`src/rtl/decoder_scan_arbiter_pkg.sv`:
```
// Shared types for the decoder scan arbiter: FSM encoding and requester width.
// Combinational helpers only; no latency, no backpressure.
package decoder_scan_arbiter_pkg;

    localparam int NREQ   = 8;
    localparam int NREQ_W = 3;

    typedef enum logic [1:0] {
        ST_IDLE  = 2'd0,
        ST_GRANT = 2'd1,
        ST_GAP   = 2'd2
    } state_t;

    function automatic logic [NREQ-1:0] onehot_n(input logic [NREQ_W-1:0] idx);
        return ~(NREQ'(1) << idx);
    endfunction

endpackage

```
`src/rtl/decoder_scan_arbiter_rr_pick8.sv`:
```
// Round-robin picker: first low request at or after i_ptr, wrapping mod 8.
// Purely combinational, zero latency; no backpressure.
module rr_pick8
    import decoder_scan_arbiter_pkg::*;
(
    input  logic [NREQ-1:0]   i_req_n,
    input  logic [NREQ_W-1:0] i_ptr,
    output logic              o_valid,
    output logic [NREQ_W-1:0] o_w
);

    logic [NREQ_W-1:0] w_idx;
    logic              w_found;
    logic [NREQ_W-1:0] w_win;

    always_comb begin
        w_idx   = '0;
        w_found = 1'b0;
        w_win   = '0;
        for (int k = 0; k < NREQ; k++) begin
            w_idx = i_ptr + NREQ_W'(k);
            if (!w_found && !i_req_n[w_idx]) begin
                w_win   = w_idx;
                w_found = 1'b1;
            end
        end
    end

    assign o_valid = w_found;
    assign o_w     = w_win;

endmodule

```
`src/rtl/decoder_scan_arbiter.sv`:
```
// Round-robin owner of a shared 3-to-8 decoder; grant registered one edge after the request is sampled.
// No backpressure: a grant ends on release, EN low or MAX_HOLD timeout, followed by GAP_CYC idle cycles.
module decoder_scan_arbiter
    import decoder_scan_arbiter_pkg::*;
#(
    parameter int MAX_HOLD = 16,
    parameter int GAP_CYC  = 1
) (
    input  logic              i_clk,
    input  logic              i_rst_n,
    input  logic              i_en,
    input  logic [NREQ-1:0]   i_req_n,
    output logic              o_s1,
    output logic              o_s2_n,
    output logic              o_s3_n,
    output logic [NREQ_W-1:0] o_a,
    output logic [NREQ-1:0]   o_gnt_n,
    output logic              o_busy,
    output logic              o_to
);

    localparam logic [7:0] LP_MAX_HOLD = 8'(MAX_HOLD);
    localparam logic [3:0] LP_GAP_CYC  = 4'(GAP_CYC);

    state_t              r_state;
    state_t              w_nxt_state;
    logic [NREQ_W-1:0]   r_ptr;
    logic [7:0]          r_hcnt;
    logic [3:0]          r_gcnt;
    logic [NREQ_W-1:0]   r_a;
    logic [NREQ-1:0]     r_gnt_n;
    logic                r_s1;
    logic                r_s2_n;
    logic                r_s3_n;
    logic                r_busy;
    logic                r_to;

    logic                w_valid;
    logic [NREQ_W-1:0]   w_win;
    logic                w_end;
    logic                w_timeout;
    logic                w_start;
    logic [NREQ_W-1:0]   w_nxt_a;
    logic [NREQ-1:0]     w_nxt_gnt_n;
    logic                w_nxt_on;

    rr_pick8 u_pick (
        .i_req_n (i_req_n),
        .i_ptr   (r_ptr),
        .o_valid (w_valid),
        .o_w     (w_win)
    );

    always_ff @(posedge i_clk or negedge i_rst_n) begin
        if (!i_rst_n) begin
            r_state <= ST_IDLE;
        end else begin
            r_state <= w_nxt_state;
        end
    end

    // Release (or EN drop) is tested before the hold limit so it wins a tie and TO stays low.
    always_comb begin
        w_nxt_state = r_state;
        w_end       = 1'b0;
        w_timeout   = 1'b0;
        case (r_state)
            ST_IDLE: begin
                if (i_en && w_valid) begin
                    w_nxt_state = ST_GRANT;
                end
            end
            ST_GRANT: begin
                if (i_req_n[r_a] || !i_en) begin
                    w_end = 1'b1;
                end else if (r_hcnt == LP_MAX_HOLD) begin
                    w_end     = 1'b1;
                    w_timeout = 1'b1;
                end
                if (w_end) begin
                    w_nxt_state = (GAP_CYC > 0) ? ST_GAP : ST_IDLE;
                end
            end
            ST_GAP: begin
                if (r_gcnt == LP_GAP_CYC) begin
                    w_nxt_state = ST_IDLE;
                end
            end
            default: w_nxt_state = ST_IDLE;
        endcase
    end

    assign w_start = (r_state == ST_IDLE) && (w_nxt_state == ST_GRANT);

    always_comb begin
        w_nxt_on    = (w_nxt_state == ST_GRANT);
        w_nxt_a     = '0;
        w_nxt_gnt_n = '1;
        if (w_nxt_on) begin
            w_nxt_a     = w_start ? w_win : r_a;
            w_nxt_gnt_n = onehot_n(w_nxt_a);
        end
    end

    always_ff @(posedge i_clk or negedge i_rst_n) begin
        if (!i_rst_n) begin
            r_ptr  <= '0;
            r_hcnt <= '0;
            r_gcnt <= '0;
        end else begin
            if (w_start) begin
                r_ptr  <= w_win + NREQ_W'(1);
                r_hcnt <= 8'd1;
            end else if (r_state == ST_GRANT && !w_end) begin
                r_hcnt <= r_hcnt + 8'd1;
            end
            if (w_end) begin
                r_gcnt <= 4'd1;
            end else if (r_state == ST_GAP && w_nxt_state == ST_GAP) begin
                r_gcnt <= r_gcnt + 4'd1;
            end
        end
    end

    always_ff @(posedge i_clk or negedge i_rst_n) begin
        if (!i_rst_n) begin
            r_a     <= '0;
            r_gnt_n <= '1;
            r_s1    <= 1'b0;
            r_s2_n  <= 1'b1;
            r_s3_n  <= 1'b1;
            r_busy  <= 1'b0;
            r_to    <= 1'b0;
        end else begin
            r_a     <= w_nxt_a;
            r_gnt_n <= w_nxt_gnt_n;
            r_s1    <= w_nxt_on;
            r_s2_n  <= !w_nxt_on;
            r_s3_n  <= !w_nxt_on;
            r_busy  <= w_nxt_on;
            r_to    <= w_timeout;
        end
    end

    assign o_a     = r_a;
    assign o_gnt_n = r_gnt_n;
    assign o_s1    = r_s1;
    assign o_s2_n  = r_s2_n;
    assign o_s3_n  = r_s3_n;
    assign o_busy  = r_busy;
    assign o_to    = r_to;

endmodule

```
`config.mk`:
```
export PLATFORM = sky130hd
export DESIGN_NAME = decoder_scan_arbiter
export DESIGN_NICKNAME = d
export VERILOG_FILES = /design/src/rtl/decoder_scan_arbiter_pkg.sv /design/src/rtl/decoder_scan_arbiter_rr_pick8.sv /design/src/rtl/decoder_scan_arbiter.sv
export SDC_FILE = /design/constraint.sdc
export NUM_CORES = 1
export LEC_CHECK = 0
export BUFFER_PORTS_ARGS = -buffer_cell sky130_fd_sc_hd__buf_4
export CORE_ASPECT_RATIO = 1.4
export CORE_MARGIN = 1.5
export CORE_UTILIZATION = 27
export DETAILED_ROUTE_END_ITERATION = 6
export PLACE_DENSITY = 0.53
export SYNTH_ARGS = -nofsm -noshare
export SYNTH_HDL_FRONTEND = slang
export SYNTH_HIERARCHICAL = 1
export SYNTH_SLANG_ARGS = --single-unit
```
`constraint.sdc`:
```
create_clock -name i_clk -period 5.8 [get_ports i_clk]
set_clock_uncertainty 0.05 [all_clocks]
set_input_delay 0.29 -clock i_clk [delete_from_list [all_inputs] [get_ports i_clk]]
set_output_delay 0.29 -clock i_clk [all_outputs]
set_load 0.01 [all_outputs]
```
After elaboration in Yosys (flattened, before gate mapping)
Cells that the tools add are included.
{ "word_totals": {"ff_bits": 31} }
{ "classes": {"shifts": 1, "n_lt_le_gt_ge": 9, "reduce_logical": 31, "mux": 51, "n_addsub": 10, "n_bitwise": 1, "eq_ne": 6} }
{ "ops": {"columns": ["op", "count"], "rows": [
  ["less-than comparator 3 x 4 -> 1 bit, second input constant", 9],
  ["2-to-1 mux 3 bit", 10],
  ["binary-select mux 1 bit (select 3 bit)", 9],
  ["2-to-1 mux 8 bit", 3],
  ["2-to-1 mux 1 bit", 23],
  ["logical NOT 1 bit", 16],
  ["adder 3 bit, second input constant", 4],
  ["logical AND 1 bit", 11],
  ["adder 8 x 1 -> 8 bit, second input constant", 1],
  ["equality test 8 x 5 -> 1 bit, second input constant", 1],
  ["2-to-1 mux 4 bit", 2],
  ["inverter 8 bit", 1],
  ["left shift 1 x 3 -> 8 bit, first input constant", 1],
  ["adder 3 x 1 -> 3 bit, second input constant", 2],
  ["adder 3 x 2 -> 3 bit, second input constant", 2],
  ["2-to-1 mux 2 bit", 3],
  ["case mux 2 bit (3 select lines)", 1],
  ["adder 4 x 1 -> 4 bit, second input constant", 1],
  ["equality test 2 x 1 -> 1 bit, second input constant", 2],
  ["equality test 2 bit, second input constant", 2],
  ["equality test 4 x 1 -> 1 bit, second input constant", 1],
  ["nonzero test 2 bit", 2],
  ["logical NOT 2 bit", 1],
  ["logical OR 1 bit", 1]
]} }

Logic depth before layout (Yosys ltp)
Gate-level depths: netlist of run 1.
{ "logic_depth": {"ltp_word": 33, "depth_mapped": 14, "depth_no_buf": 12} }

Cells and area by module
The synthesis of run 1 kept the hierarchy.
{ "by_module_without_submodules": {"columns": ["module", "cells_each", "n_inst", "seq_area_each_um2", "area_each_um2"], "rows": [
  ["decoder_scan_arbiter", 167, 1, 787.0, 1714.1],
  ["rr_pick8", 92, 1, 0.0, 912.1]
]} }

Worst setup path before layout of run 1
No wires, ideal clock.
{ "synth_timing": {"path_type": "reg2reg", "from": "register r_ptr[1]", "to": "register r_ptr[2]", "arrival_ps": 3639, "n_path_buf": 2, "setup_slack_ps": 1973, "synth_period_minus_slack_ps": 3827, "required_time_ps": 5613, "setup_time_ps": 137, "stages_incl_launch_ff": 14, "cell_sequence": "dfrtp_1 clkbuf_1 inv_1 ha_1 buf_6 mux4_2 mux2_4 o221a_2 o31ai_1 a21oi_1 o21ai_0 ha_1 xnor2_1 a21oi_1"} }
{ "synth_between": {"word_cells_on_any_way": 65, "classes_between": "add/sub (8); eq/ne (1); mux (34); reduce/logical (22)"} }
{ "synth_rtl": {"columns": ["element", "line_no", "rtl"], "rows": [
  ["start, declared", "decoder_scan_arbiter.sv:27", "logic [NREQ_W-1:0] r_ptr;"],
  ["start signal, assigned", "decoder_scan_arbiter.sv:112", "r_ptr <= w_win + NREQ_W'(1);"],
  ["adder 3 x 1 -> 3 bit", "decoder_scan_arbiter_rr_pick8.sv:21", "w_idx = i_ptr + NREQ_W'(k);"],
  ["binary-select mux 1 bit (select 3 bit)", "decoder_scan_arbiter_rr_pick8.sv:22", "if (!w_found && !i_req_n[w_idx]) begin"],
  ["2-to-1 mux 1 bit (implied by the code)", "decoder_scan_arbiter_rr_pick8.sv:22", null],
  ["logical NOT 1 bit", "decoder_scan_arbiter_rr_pick8.sv:22", null],
  ["logical AND 1 bit", "decoder_scan_arbiter_rr_pick8.sv:22", null],
  ["2-to-1 mux 1 bit", "decoder_scan_arbiter_rr_pick8.sv:22", null],
  ["logical NOT 1 bit", "decoder_scan_arbiter_rr_pick8.sv:22", null],
  ["logical AND 1 bit", "decoder_scan_arbiter_rr_pick8.sv:22", null],
  ["[10 not listed]", null, null],
  ["logical NOT 1 bit", "decoder_scan_arbiter_rr_pick8.sv:22", null],
  ["logical AND 1 bit", "decoder_scan_arbiter_rr_pick8.sv:22", null],
  ["2-to-1 mux 1 bit", "decoder_scan_arbiter_rr_pick8.sv:22", null],
  ["logical NOT 1 bit", "decoder_scan_arbiter_rr_pick8.sv:22", null],
  ["logical AND 1 bit", "decoder_scan_arbiter_rr_pick8.sv:22", null],
  ["2-to-1 mux 3 bit (*)", "decoder_scan_arbiter_rr_pick8.sv:22", null],
  ["net w_win[0]", "decoder_scan_arbiter.sv:39", "logic [NREQ_W-1:0] w_win;"],
  ["adder 3 x 1 -> 3 bit (*)", "decoder_scan_arbiter.sv:112", null]
]} }
The timed path passes the listed nets; every way through them passes the cells marked *. The select of a mux whose other input is x is not followed.
A chain may end at the register's enable or synchronous reset.

Worst setup path after layout of run 1
{ "layout_timing": {"from": "register r_ptr[0]", "to": "register r_gnt_n[1] (netlist: o_gnt_n[1])"} }
{ "layout_between": {"word_cells_on_any_way": 68, "classes_between": "add/sub (7); eq/ne (1); shift (1); mux (36); bitwise (1); reduce/logical (22)"} }
{ "layout_rtl": {"columns": ["element", "line_no", "rtl"], "rows": [
  ["adder 3 x 1 -> 3 bit", "decoder_scan_arbiter_rr_pick8.sv:21", null],
  ["binary-select mux 1 bit (select 3 bit)", "decoder_scan_arbiter_rr_pick8.sv:22", null],
  ["2-to-1 mux 1 bit (implied by the code)", "decoder_scan_arbiter_rr_pick8.sv:22", null],
  ["logical NOT 1 bit", "decoder_scan_arbiter_rr_pick8.sv:22", null],
  ["logical AND 1 bit", "decoder_scan_arbiter_rr_pick8.sv:22", null],
  ["2-to-1 mux 1 bit", "decoder_scan_arbiter_rr_pick8.sv:22", null],
  ["logical NOT 1 bit", "decoder_scan_arbiter_rr_pick8.sv:22", null],
  ["logical AND 1 bit", "decoder_scan_arbiter_rr_pick8.sv:22", null],
  ["[14 not listed]", null, null],
  ["logical AND 1 bit", "decoder_scan_arbiter_rr_pick8.sv:22", null],
  ["2-to-1 mux 3 bit (*)", "decoder_scan_arbiter_rr_pick8.sv:22", null],
  ["net w_win[0]", "decoder_scan_arbiter.sv:39", null],
  ["2-to-1 mux 3 bit (*)", "decoder_scan_arbiter.sv:100", "w_nxt_a = w_start ? w_win : r_a;"],
  ["left shift 1 x 3 -> 8 bit (*)", "decoder_scan_arbiter_pkg.sv:15", "return ~(NREQ'(1) << idx);"],
  ["inverter 8 bit (*)", "decoder_scan_arbiter_pkg.sv:15", null],
  ["2-to-1 mux 8 bit (*)", "decoder_scan_arbiter.sv:99", "if (w_nxt_on) begin"],
  ["net w_nxt_gnt_n[1]", "decoder_scan_arbiter.sv:44", "logic [NREQ-1:0] w_nxt_gnt_n;"],
  ["end signal, assigned", "decoder_scan_arbiter.sv:136", "r_gnt_n <= w_nxt_gnt_n;"],
  ["end, declared", "decoder_scan_arbiter.sv:31", "logic [NREQ-1:0] r_gnt_n;"]
]} }
Marks and branches as above.

==> summary.md, run 1 <==
| Metric | Value |
|---|---|
| Outcome | finished, final reports clean |
| Core area | 0.009459 mm² |
| Nets@finish | 300 |
| Routed via count | 2196 |
| CP endpoint kind | register |
| Total power | 1.788 mW |
| Cell family with most CP delay | compound AO/OA/AOI/OAI gates |
| Setup_tns | 0 ns |
| Root Buffer | clkbuf_16 |
| Met1 usage | 16.22% |
| H-tree levels | 2 |
| Reg-to-reg startpoint | r_ptr[0] |
| RSZ-0062 raised after global routing | false |
| Worst-path clk slew | 0.05 ns |
| Final non-filler cell total | 393 |
| Commonest cells after routing, fill and taps aside | buf_4 (29), nand2_1 (23), dfrtp_1 (22) |
| Final hold vios | 0 |
| Top cells by area, synth | dfrtp_1 (21%), dfstp_2 (9.0%), mux4_2 (7.7%), mux4_1 (6.0%), mux2i_1 (4.6%) |
| Fin util | 32.65% |
| Detail Route Antenna Nets | 0 |
| GR peak layer | met2 |
| Post-synth top area cell | dfrtp_1 |
| Row count | 42 |
| DRT Pass-1 Iters | 4 |
| Slowest cell on crit path | o21ai_0 |
| Yosys reg bits | 31 |
| Hold Startpoint | i_en |
| WL per Instance | 16.83 µm |
| EDFF count, synth | 0 |
| Total global-route track usage | 13.51% |
| Average cell area after synthesis | 10.14 µm² |
| Die width | 86.36 µm |
| Multiplexer share of the synthesized area | 23.30% |
| Number of DRC markers in iteration 0 | 110 |
| CTS tree | built |
| Routed WL | 6616 µm |
| Antenna violations before repair | 0 |
| Synth cell types | 56 |
| Met2 Use GR | 23.97% |
| Initial Utilization | 27.76% |
| Post-synthesis xor/xnor area fraction | 2.334% |
| Endpoints failing setup | 0 |
| Crit Path Class | reg2reg |
| Fin crit share | 68.97% |
| Clock Latency Late Sink | 0.27 ns |
| PwrDens | 579.0 mW/mm² |
| Slew Limit Fails | 0 |
| Critical Path RT | 5.92 ns |
| CTS buffer count | 5 |
| Top-area cell type share of the netlist area | 20.96% |
| Highest Clock Rate | 250.0 MHz |
| Worst-Margin Slew | 0.8666 ns |
| Largest family of logic cells by synthesized area | multiplexers |
| VDD IR-drop max | 0.1687 mV |
| Vias in the first global route | 2161 |
| Simple-Gate Fraction of Synth Area | 15.77% |
| Number of setup buffers added after CTS | 0 |
| First-pass GRT wire length | 11090 µm |
| Post-Syn Nets | 277 |
| Placer Congestion | 0.8804 |
| Placed insts | 384 |
| I/O pin count | 27 |
| Share of layout cells above drive strength 1 | 28.27% |
| Asr flop ratio synth | 100.0% |
| Largest net degree at the start of global routing | 32 |
| Post-Synthesis Cells | 259 |
| Commonest non-fill, non-tap cell in the layout | buf_4 |
| Gr ovfl total | 0 |
| Post-synthesis adder-cell area fraction | 3.764% |
| Synth Area in Compound Gates | 19.53% |
| DR vias/cell | 5.588 |
| Buf+Inv Stages, Crit Path | 1 |
| Number of remaining DRC errors | 0 |
| GR Layer Usage met3 | 2.201% |
| Startpoint types | register |
| Clk buf depth | 2 |
| Tmin final | 4.000 ns |
| Main synth FF type | dfrtp_1 |
| Area growth, synth to finish | 17.58% |
| Dpl hpwl | 4850 µm |
| Hold WS | 0.4208 ns |
| Clk sink count | 31 |
| CP most frequent cell | o21ai_0 |
| Hold Crit Class | in2reg |
| Largest stage delay, worst path | 0.69 ns |
| Post-synthesis sequential area ratio | 29.97% |
| Die ar. | 0.01034 mm² |
| Worst Setup SP | r_ptr[0] |
| DIE HEIGHT | 119.7 µm |
| Yosys warns | 6 |
| P_leak | 1.237 nW |
| Cell Area, Synth | 0.002626 mm² |
| Relative slew slack | 41.61% |
| PortBufs | 26 |
| Data arrival, critical path | 4.12 ns |
| Max Cap Violations | 0 |
| Diodes inserted | 0 |
| Critical path peak fanout | 12 |
| CP Cell Sequence | inv_1 > ha_1 > mux4_1 > mux2_2 > o221a_2 > o31ai_1 > a21oi_1 > o21ai_0 > nand3b_1 > o21ai_0 > a31oi_1 |
==> routing by layer <==
layer / wire length (µm) / up-vias
li1: - / 1040
met1: 2780 / 1110
met2: 3573 / 40
met3: 186 / 6
met4: 76 / 0
met5: 0 / -
==> flip-flops by register name, summed over array words and instances, names as in the netlist <==
signal	cells
r_ptr	3
r_state	2
o_a	3
o_s3_n	1
o_busy	1
r_hcnt	8
r_gcnt	4
o_gnt_n	8
o_to	1
==> worst min-delay path: cells and delay by family <==
kind | cells | cell delay, ns
AOI/OAI and AO/OA | 1 | 0.07
buffers and inverters | 1 | 0.14
and+or+nand+nor | 1 | 0.20
==> layout make-up <==
cell class | count | area [µm²]
fill | 972 | 6371
inverter | 15 | 56.30
multi-input combinational | 199 | 1705
timing repair buffer | 30 | 227.7
sequential | 31 | 787.0
tap | 110 | 137.6
clock inverter | 2 | 35.03
clock buffer | 6 | 138.9
==> logic make-up after synthesis <==
logic type	Yosys count
multiplexers	37
flip-flops	31
AND/OR/NAND/NOR	82
buffers and inverters	29
adder cells (fa/ha/maj)	8
XOR/XNOR	7
AO/OA/AOI/OAI	65
==> per-stage QoR <==
stage / setup slack, ns / instance area, µm²
floorplan: 1.973 / 2626
global placement: 1.966 / 2904
detailed placement: 1.861 / 2904
CTS: 1.834 / 3088
global route: 1.563 / 3088
finish: 1.800 / 3088
==> path summary, 6_finish.rpt <==
kind / to / slack, ns / cells past startpoint
min in group asynchronous: r_gcnt[2] / 0.44 / 2
hold / removal: o_to / 0.42 / 3
setup reg to reg: o_gnt_n[1] / 1.80 / 11
setup / recovery: o_gnt_n[1] / 1.80 / 11
max in group asynchronous: o_gnt_n[3] / 4.94 / 2
hold reg to reg: r_hcnt[2] / 0.48 / 1
==> report_power, final <==
| group | internal, mW | switching, mW |
|---|---|---|
| Clock | 0.213 | 0.0934 |
| Sequential | 0.279 | 0.0742 |
| Combinational | 0.505 | 0.623 |
==> repair_timing <==
item / 4_1_cts / 5_1_grt
endpoints found under the hold margin: 22 / 0
hold buffers: 1 / 0
resized for setup: 0 / 0
==> cell usage after synthesis (3+ instances only) <==
cell type and instances:
nor2b_1 4, nand4_1 3, inv_1 15, a21oi_1 6
dfrtp_1 22, and2_1 4, a211oi_1 6, dfstp_2 9
buf_6 3, o21ai_0 11, a221oi_1 3, nand3b_1 4
a22o_1 3, mux2_2 3, clkbuf_1 8, nand2_1 23
mux4_2 9, nor3_1 11, nand2b_1 4, o22ai_1 4
mux2i_1 12, xnor2_1 6, a31oi_1 8, mux4_1 6
or2_2 4, nor2_1 14, a32oi_1 3, nand3_1 6
mux2_4 5, ha_1 7
Power figures use the tool's default switching activity.
==> run 2: changes to the inputs <==
PLACE_DENSITY = 0.54   (was 0.53)
clock period = 3.4 ns   (was 5.8 ns; I/O delays follow)
==> run 2 against run 1 <==
Effect of this change: core utilization rose by 1.9 points; first-iteration DRC count increased by 13%; sequential share of layout area fell by 1.3 points; setup slack worse by 1.6 ns; die area is the same; register-to-register slack got worse by 1.6 ns; clock-buffer cell count up 1; largest cell class unchanged.
==> summary.md, run 2 (synthesized netlist as in run 1, its figures left out) <==
| Metric | Value |
|---|---|
| Outcome | finished, final reports clean (unchanged) |
| Total global-route track usage | 13.13% (was 13.51%) |
| Worst-Margin Slew | 0.7740 ns (was 0.8666 ns) |
| Core area | 0.009459 mm² (unchanged) |
| First-pass GRT wire length | 10980 µm (was 11090 µm) |
| Final non-filler cell total | 409 (was 393) |
| Placed insts | 395 (was 384) |
| P_leak | 1.323 nW (was 1.237 nW) |
| Hold WS | 0.3217 ns (was 0.4208 ns) |
| Die width | 86.36 µm (unchanged) |
| Highest Clock Rate | 310.4 MHz (was 250.0 MHz) |
| CTS tree | built (unchanged) |
| R2r setup slk | 0.18 ns (was 1.80 ns) |
| Vias in the first global route | 2304 (was 2161) |
| CTS buffer count | 5 (unchanged) |
| DR vias/cell | 5.594 (was 5.588) |
| Detail Route Antenna Nets | 0 (unchanged) |
| Root Buffer | clkbuf_16 (unchanged) |
| Reg-to-reg startpoint | r_ptr[1] (was r_ptr[0]) |
| Placer Congestion | 0.9085 (was 0.8804) |
| Antenna violations before repair | 0 (unchanged) |
| Commonest cells after routing, fill and taps aside | buf_4 (44), nand2_1 (23), dfrtp_1 (20) (was buf_4 (29), nand2_1 (23), dfrtp_1 (22)) |
| Tmin final | 3.222 ns (was 4.000 ns) |
| Commonest non-fill, non-tap cell in the layout | buf_4 (unchanged) |
| Dpl hpwl | 4902 µm (was 4850 µm) |
| Routed via count | 2288 (was 2196) |
| Endpoints failing setup | 0 (unchanged) |
| Critical path peak fanout | 6 (was 12) |
| PwrDens | 1026 mW/mm² (was 579.0 mW/mm²) |
| Crit Path Class | reg2reg (unchanged) |
| Max Cap Violations | 0 (unchanged) |
| DIE HEIGHT | 119.7 µm (unchanged) |
| Number of DRC markers in iteration 0 | 124 (was 110) |
| Nets@finish | 316 (was 300) |
| Clk buf depth | 2 (unchanged) |
| Area growth, synth to finish | 24.30% (was 17.58%) |
| CP endpoint kind | register (unchanged) |
| Slew Limit Fails | 0 (unchanged) |
| Setup_tns | 0 ns (unchanged) |
| Die ar. | 0.01034 mm² (unchanged) |
| Gr ovfl total | 0 (unchanged) |
| Final hold vios | 0 (unchanged) |
| VDD IR-drop max | 0.2850 mV (was 0.1687 mV) |
| Relative slew slack | 48.31% (was 41.61%) |
| WL per Instance | 16.33 µm (was 16.83 µm) |
| Hold Crit Class | in2async (was in2reg) |
| Share of layout cells above drive strength 1 | 35.79% (was 28.27%) |
| Number of remaining DRC errors | 0 (unchanged) |
| Fillers | 973 (was 972) |
| Clock Latency Late Sink | 0.27 ns (about the same) |
| Row count | 42 (unchanged) |
| PortBufs | 26 (unchanged) |
| DRT Pass-1 Iters | 4 (unchanged) |
| RSZ-0062 raised after global routing | false (unchanged) |
| Data arrival, critical path | 3.36 ns (was 4.12 ns) |
| R2r endpoint | o_gnt_n[7] (was o_gnt_n[1]) |
| Worst-path clk slew | 0.06 ns (was 0.05 ns) |
| Setup WS pre-CTS | 0.03024 ns (was 1.861 ns) |
| I/O pin count | 27 (unchanged) |
| Largest net degree at the start of global routing | 32 (unchanged) |
| Worst Reg-to-Reg Cells | 11 (unchanged) |
| Startpoint types | register (unchanged) |
| Routed WL | 6680 µm (was 6616 µm) |
| Fin worst setup slack | 0.1782 ns (was 1.800 ns) |
| H-tree levels | 2 (unchanged) |
| Initial Utilization | 27.76% (unchanged) |
| Fin crit share | 94.76% (was 68.97%) |
| Diodes inserted | 0 (unchanged) |
| Critical Path RT | 3.54 ns (was 5.92 ns) |
| Clk sink count | 31 (unchanged) |
-- run 2: cell count changes in the layout (fill, tap and decap cells not counted), moves of 2 or more --
cell and delta:
buf_4 +15, dfrtp_1 -2, dfrtp_2 +2, mux4_1 -2, mux4_2 +2
-- run 2: timing repair --
item,CTS,global route
hold buffers,1,0
pin swaps,0,4
resized for setup,1,11
setup endpoints to repair,1,12
cloned,0,0
setup buffers,0,5
hold endpoints to repair,22,0
-- run 2: cell type report --
class | count | area, µm² | share of cell area [%]
well taps | 110 | 137.6 | 4.216
flip-flops and latches | 31 | 789.5 | 24.19
multi-input cells | 199 | 1758 | 53.85
repair buffers | 46 | 351.6 | 10.77
clock buffers | 7 | 163.9 | 5.021
inverters | 15 | 58.81 | 1.801
clock inverters | 1 | 5.005 | 0.1533
-- run 2: worst max-delay path: stages (launching register included) --
cell and delay, ns:
dfrtp_2 0.35, inv_1 0.07, ha_4 0.32, mux4_2 0.51, mux2_4 0.31, a32oi_4 0.34
nor2_4 0.09, maj3_2 0.30, a311o_2 0.47, inv_4 0.11, nor3_1 0.05, a31oi_1 0.16
-- run 2: layer usage --
| layer | wire, µm | share of wire (%) | up-vias | global-route usage [%] |
|---|---|---|---|---|
| met3 | 295 | 4.4 | 21 | 2.201 |
| met1 | 2647 | 40 | 1127 | 14.82 |
| met5 | 0 | 0 | - | 0 |
| met2 | 3573 | 53 | 67 | 24.37 |
| li1 | - | - | 1073 | - |
| met4 | 163 | 2.4 | 0 | 4.536 |
-- run 2: per-stage QoR --
| stage | cell area (µm²) | utilization [%] | total power [mW] |
|---|---|---|---|
| floorplan | 2673 | - | 2.176 |
| global placement | 3012 | 31.84 | 2.666 |
| detailed placement | 3012 | 31.84 | 2.672 |
| CTS | 3193 | 33.76 | 3.192 |
| global route | 3264 | 34.51 | 3.599 |
| finish | 3264 | 34.51 | 3.349 |
-- run 2: worst max-delay path by stage --
| stage | from | to | slack, ns | depth (start not counted) |
|---|---|---|---|---|
| after CTS | r_ptr[1] | o_gnt_n[1] | 0.04 | 12 |
| after detailed placement | r_ptr[0] | o_gnt_n[6] | 0.03 | 12 |
| after global routing | r_ptr[1] | o_gnt_n[0] | 0.008 | 14 |
| final | r_ptr[1] | o_gnt_n[7] | 0.18 | 11 |
| after floorplan | r_ptr[0] | r_hcnt[6] | 0.04 | 13 |
| after global placement | r_ptr[0] | o_gnt_n[0] | 0.09 | 13 |
-- run 2: report_power, final --
| part | total [mW] | switching [mW] | internal [mW] |
|---|---|---|---|
| Sequential | 0.592 | 0.113 | 0.478 |
| Combinational | 2.26 | 1.18 | 1.08 |
| Clock | 0.494 | 0.160 | 0.334 |
| Total | 3.35 | 1.46 | 1.89 |
==> run 3: changes to the inputs <==
PLACE_DENSITY = unset   (was 0.54)
PLACE_DENSITY_LB_ADDON = 0.15   (was unset)
==> run 3 against run 2 <==
Effect of this change: sequential power fell by 1%; cell area rose by 1.2%; sequential share of layout area fell by 0.29 points; largest power group unchanged; largest cell class unchanged; register-to-register slack got worse by 0.05 ns.
==> summary.md, run 3 (synthesized netlist as in run 1, its figures left out) <==
| Metric | Value |
|---|---|
| Outcome | finished, final reports clean (unchanged) |
| H-tree levels | 2 (unchanged) |
| Commonest cells after routing, fill and taps aside | buf_4 (51), nand2_1 (23), dfrtp_1 (20) (was buf_4 (44), nand2_1 (23), dfrtp_1 (20)) |
| Hold Crit Class | in2reg (was in2async) |
| Clk buf depth | 2 (unchanged) |
| Placer Congestion | 0.9388 (was 0.9085) |
| Placed inst area | 0.003049 mm² (was 0.003012 mm²) |
| Sequential share of power | 17.0% (was 17.7%) |
| Relative slew slack | 51.50% (was 48.31%) |
| Diodes inserted | 0 (unchanged) |
| Nets@finish | 324 (was 316) |
| Largest net degree at the start of global routing | 32 (unchanged) |
| Fillers | 969 (was 973) |
| Row count | 42 (unchanged) |
| Share of layout cells above drive strength 1 | 37.79% (was 35.79%) |
| Dpl hpwl | 5218 µm (was 4902 µm) |
| WL per Instance | 17.31 µm (was 16.33 µm) |
| Tmin final | 3.270 ns (was 3.222 ns) |
| Detail Route Antenna Nets | 0 (unchanged) |
| P_leak | 1.336 nW (was 1.323 nW) |
| Vias in the first global route | 2339 (was 2304) |
| Final hold vios | 0 (unchanged) |
| Initial Utilization | 27.76% (unchanged) |
| Number of remaining DRC errors | 0 (unchanged) |
| GR peak layer | met2 (unchanged) |
| Gr ovfl total | 0 (unchanged) |
| Hold WS | 0.3133 ns (was 0.3217 ns) |
| Footprint of the multi-input gates | 0.001768 mm² (was 0.001758 mm²) |
| Antenna violations before repair | 0 (unchanged) |
| Slew Limit Fails | 0 (unchanged) |
| DRT Pass-1 Iters | 4 (unchanged) |
| Highest Clock Rate | 305.8 MHz (was 310.4 MHz) |
| Critical Path RT | 3.54 ns (about the same) |
| Die ar. | 0.01034 mm² (unchanged) |
| Routed WL | 7219 µm (was 6680 µm) |
| Startpoint types | register (unchanged) |
| Worst-path clk slew | 0.05 ns (was 0.06 ns) |
| Sw frac | 43.77% (was 43.51%) |
| Met1 usage | 17.04% (was 14.82%) |
| Endpoints failing setup | 0 (unchanged) |
| Worst-Margin Slew | 0.7261 ns (was 0.7740 ns) |
| VDD IR-drop max | 0.2943 mV (was 0.2850 mV) |
| Root Buffer | clkbuf_16 (unchanged) |
| Clock power share | 12.5% (was 14.7%) |
| PortBufs | 26 (unchanged) |
| Area growth, synth to finish | 25.82% (was 24.30%) |
| PwrDens | 1043 mW/mm² (was 1026 mW/mm²) |
| Fin crit share | 96.18% (was 94.76%) |
| Routed via count | 2292 (was 2288) |
| Crit Path Class | reg2reg (unchanged) |
| Max Cap Violations | 0 (unchanged) |
| Largest stage delay, worst path | 0.49 ns (was 0.51 ns) |
| Pint | 1.938 mW (was 1.892 mW) |
| Cell family with most CP delay | compound AO/OA/AOI/OAI gates (unchanged) |
| Fin area | 0.003304 mm² (was 0.003264 mm²) |
| Slowest cell on crit path | mux4_2 (unchanged) |
| Total global-route track usage | 14.78% (was 13.13%) |
| Placed insts | 400 (was 395) |
| CTS tree | built (unchanged) |
| DR vias/cell | 5.496 (was 5.594) |
| Commonest non-fill, non-tap cell in the layout | buf_4 (unchanged) |
| Core area | 0.009459 mm² (unchanged) |
| Critical path peak fanout | 6 (unchanged) |
| I/O pin count | 27 (unchanged) |
| CTS buffer count | 5 (unchanged) |
| Switching power | 1.509 mW (was 1.457 mW) |
| Clock Latency Late Sink | 0.27 ns (about the same) |
| R2r setup slk | 0.13 ns (was 0.18 ns) |
| CP Cell Sequence | inv_1 > ha_4 > mux4_2 > mux2_4 > a32oi_4 > nor2_4 > maj3_2 > a311o_2 > inv_4 > nor3_1 > a31oi_1 (unchanged) |
| DIE HEIGHT | 119.7 µm (unchanged) |
| Final non-filler cell total | 417 (was 409) |
| Buf+Inv Stages, Crit Path | 2 (unchanged) |
| Met2 Use GR | 26.22% (was 24.37%) |
| Logic pwr share | 70.6% (was 67.6%) |
| Fin util | 34.93% (was 34.51%) |
| CP endpoint kind | register (unchanged) |
| Die width | 86.36 µm (unchanged) |
| Data arrival, critical path | 3.41 ns (was 3.36 ns) |
| GR Layer Usage met3 | 2.545% (was 2.201%) |
| First-pass GRT wire length | 11930 µm (was 10980 µm) |
| FF/Latch Area | 789.5 µm² (unchanged) |
| Clk sink count | 31 (unchanged) |
| Number of DRC markers in iteration 0 | 127 (was 124) |
-- run 3: through the flow --
step / setup WS, ns / setup TNS, ns / total power [mW]
after global routing: -0.007179 / -0.007230 / 3.717
final: 0.1300 / 0 / 3.447
after CTS: 0.01699 / 0 / 3.278
after floorplan: 0.03602 / 0 / 2.176
after detailed placement: -0.04736 / -0.1772 / 2.813
after global placement: 0.02591 / 0 / 2.837
-- run 3: worst reg2reg max path, cell delays in order (launching register included) --
cell	delay [ns]
dfrtp_2	0.35
inv_1	0.07
ha_4	0.32
mux4_2	0.49
mux2_4	0.32
a32oi_4	0.35
nor2_4	0.09
maj3_2	0.31
a311o_2	0.48
inv_4	0.12
nor3_1	0.06
a31oi_1	0.17
-- run 3: path summary, 6_finish.rpt --
path | start | depth (start not counted) | end
setup / recovery | r_ptr[1] | 11 | o_gnt_n[4]
hold / removal | i_en | 3 | o_to
setup reg to reg | r_ptr[1] | 11 | o_gnt_n[4]
hold reg to reg | r_hcnt[3] | 1 | r_hcnt[3]
max in group asynchronous | i_rst_n | 2 | o_s3_n
min in group asynchronous | i_rst_n | 2 | r_hcnt[5]
-- run 3: what timing repair did --
| item | 4_1_cts | 5_1_grt |
|---|---|---|
| setup buffers | 2 | 5 |
| hold endpoints to repair | 22 | 0 |
| endpoints found under the setup margin | 8 | 18 |
| pin swaps | 0 | 5 |
| hold buffers | 1 | 0 |
| resized for setup | 1 | 14 |
| gates cloned | 0 | 1 |
-- run 3: layer usage --
| layer | up-vias | share of wire, % |
|---|---|---|
| met1 | 1155 | 40 |
| met5 | - | 0 |
| met2 | 40 | 55 |
| met3 | 12 | 2.0 |
| li1 | 1085 | - |
| met4 | 0 | 2.5 |
-- run 3: power groups by stage --
stage	Combinational, mW	Sequential [mW]	Clock, mW
after CTS	2.25	0.583	0.443
after global routing	2.65	0.601	0.463
final	2.43	0.585	0.429
after floorplan	1.60	0.578	0
after detailed placement	2.23	0.587	0
after global placement	2.25	0.587	0
-- run 3: final cells by class --
type | instances | share of cell area, %
multi-input combinational | 199 | 53.50
sequential | 31 | 23.89
timing repair buffer | 54 | 12.38
tap | 110 | 4.165
clock buffer | 6 | 3.900
inverter | 15 | 1.780
clock inverter | 2 | 0.3786
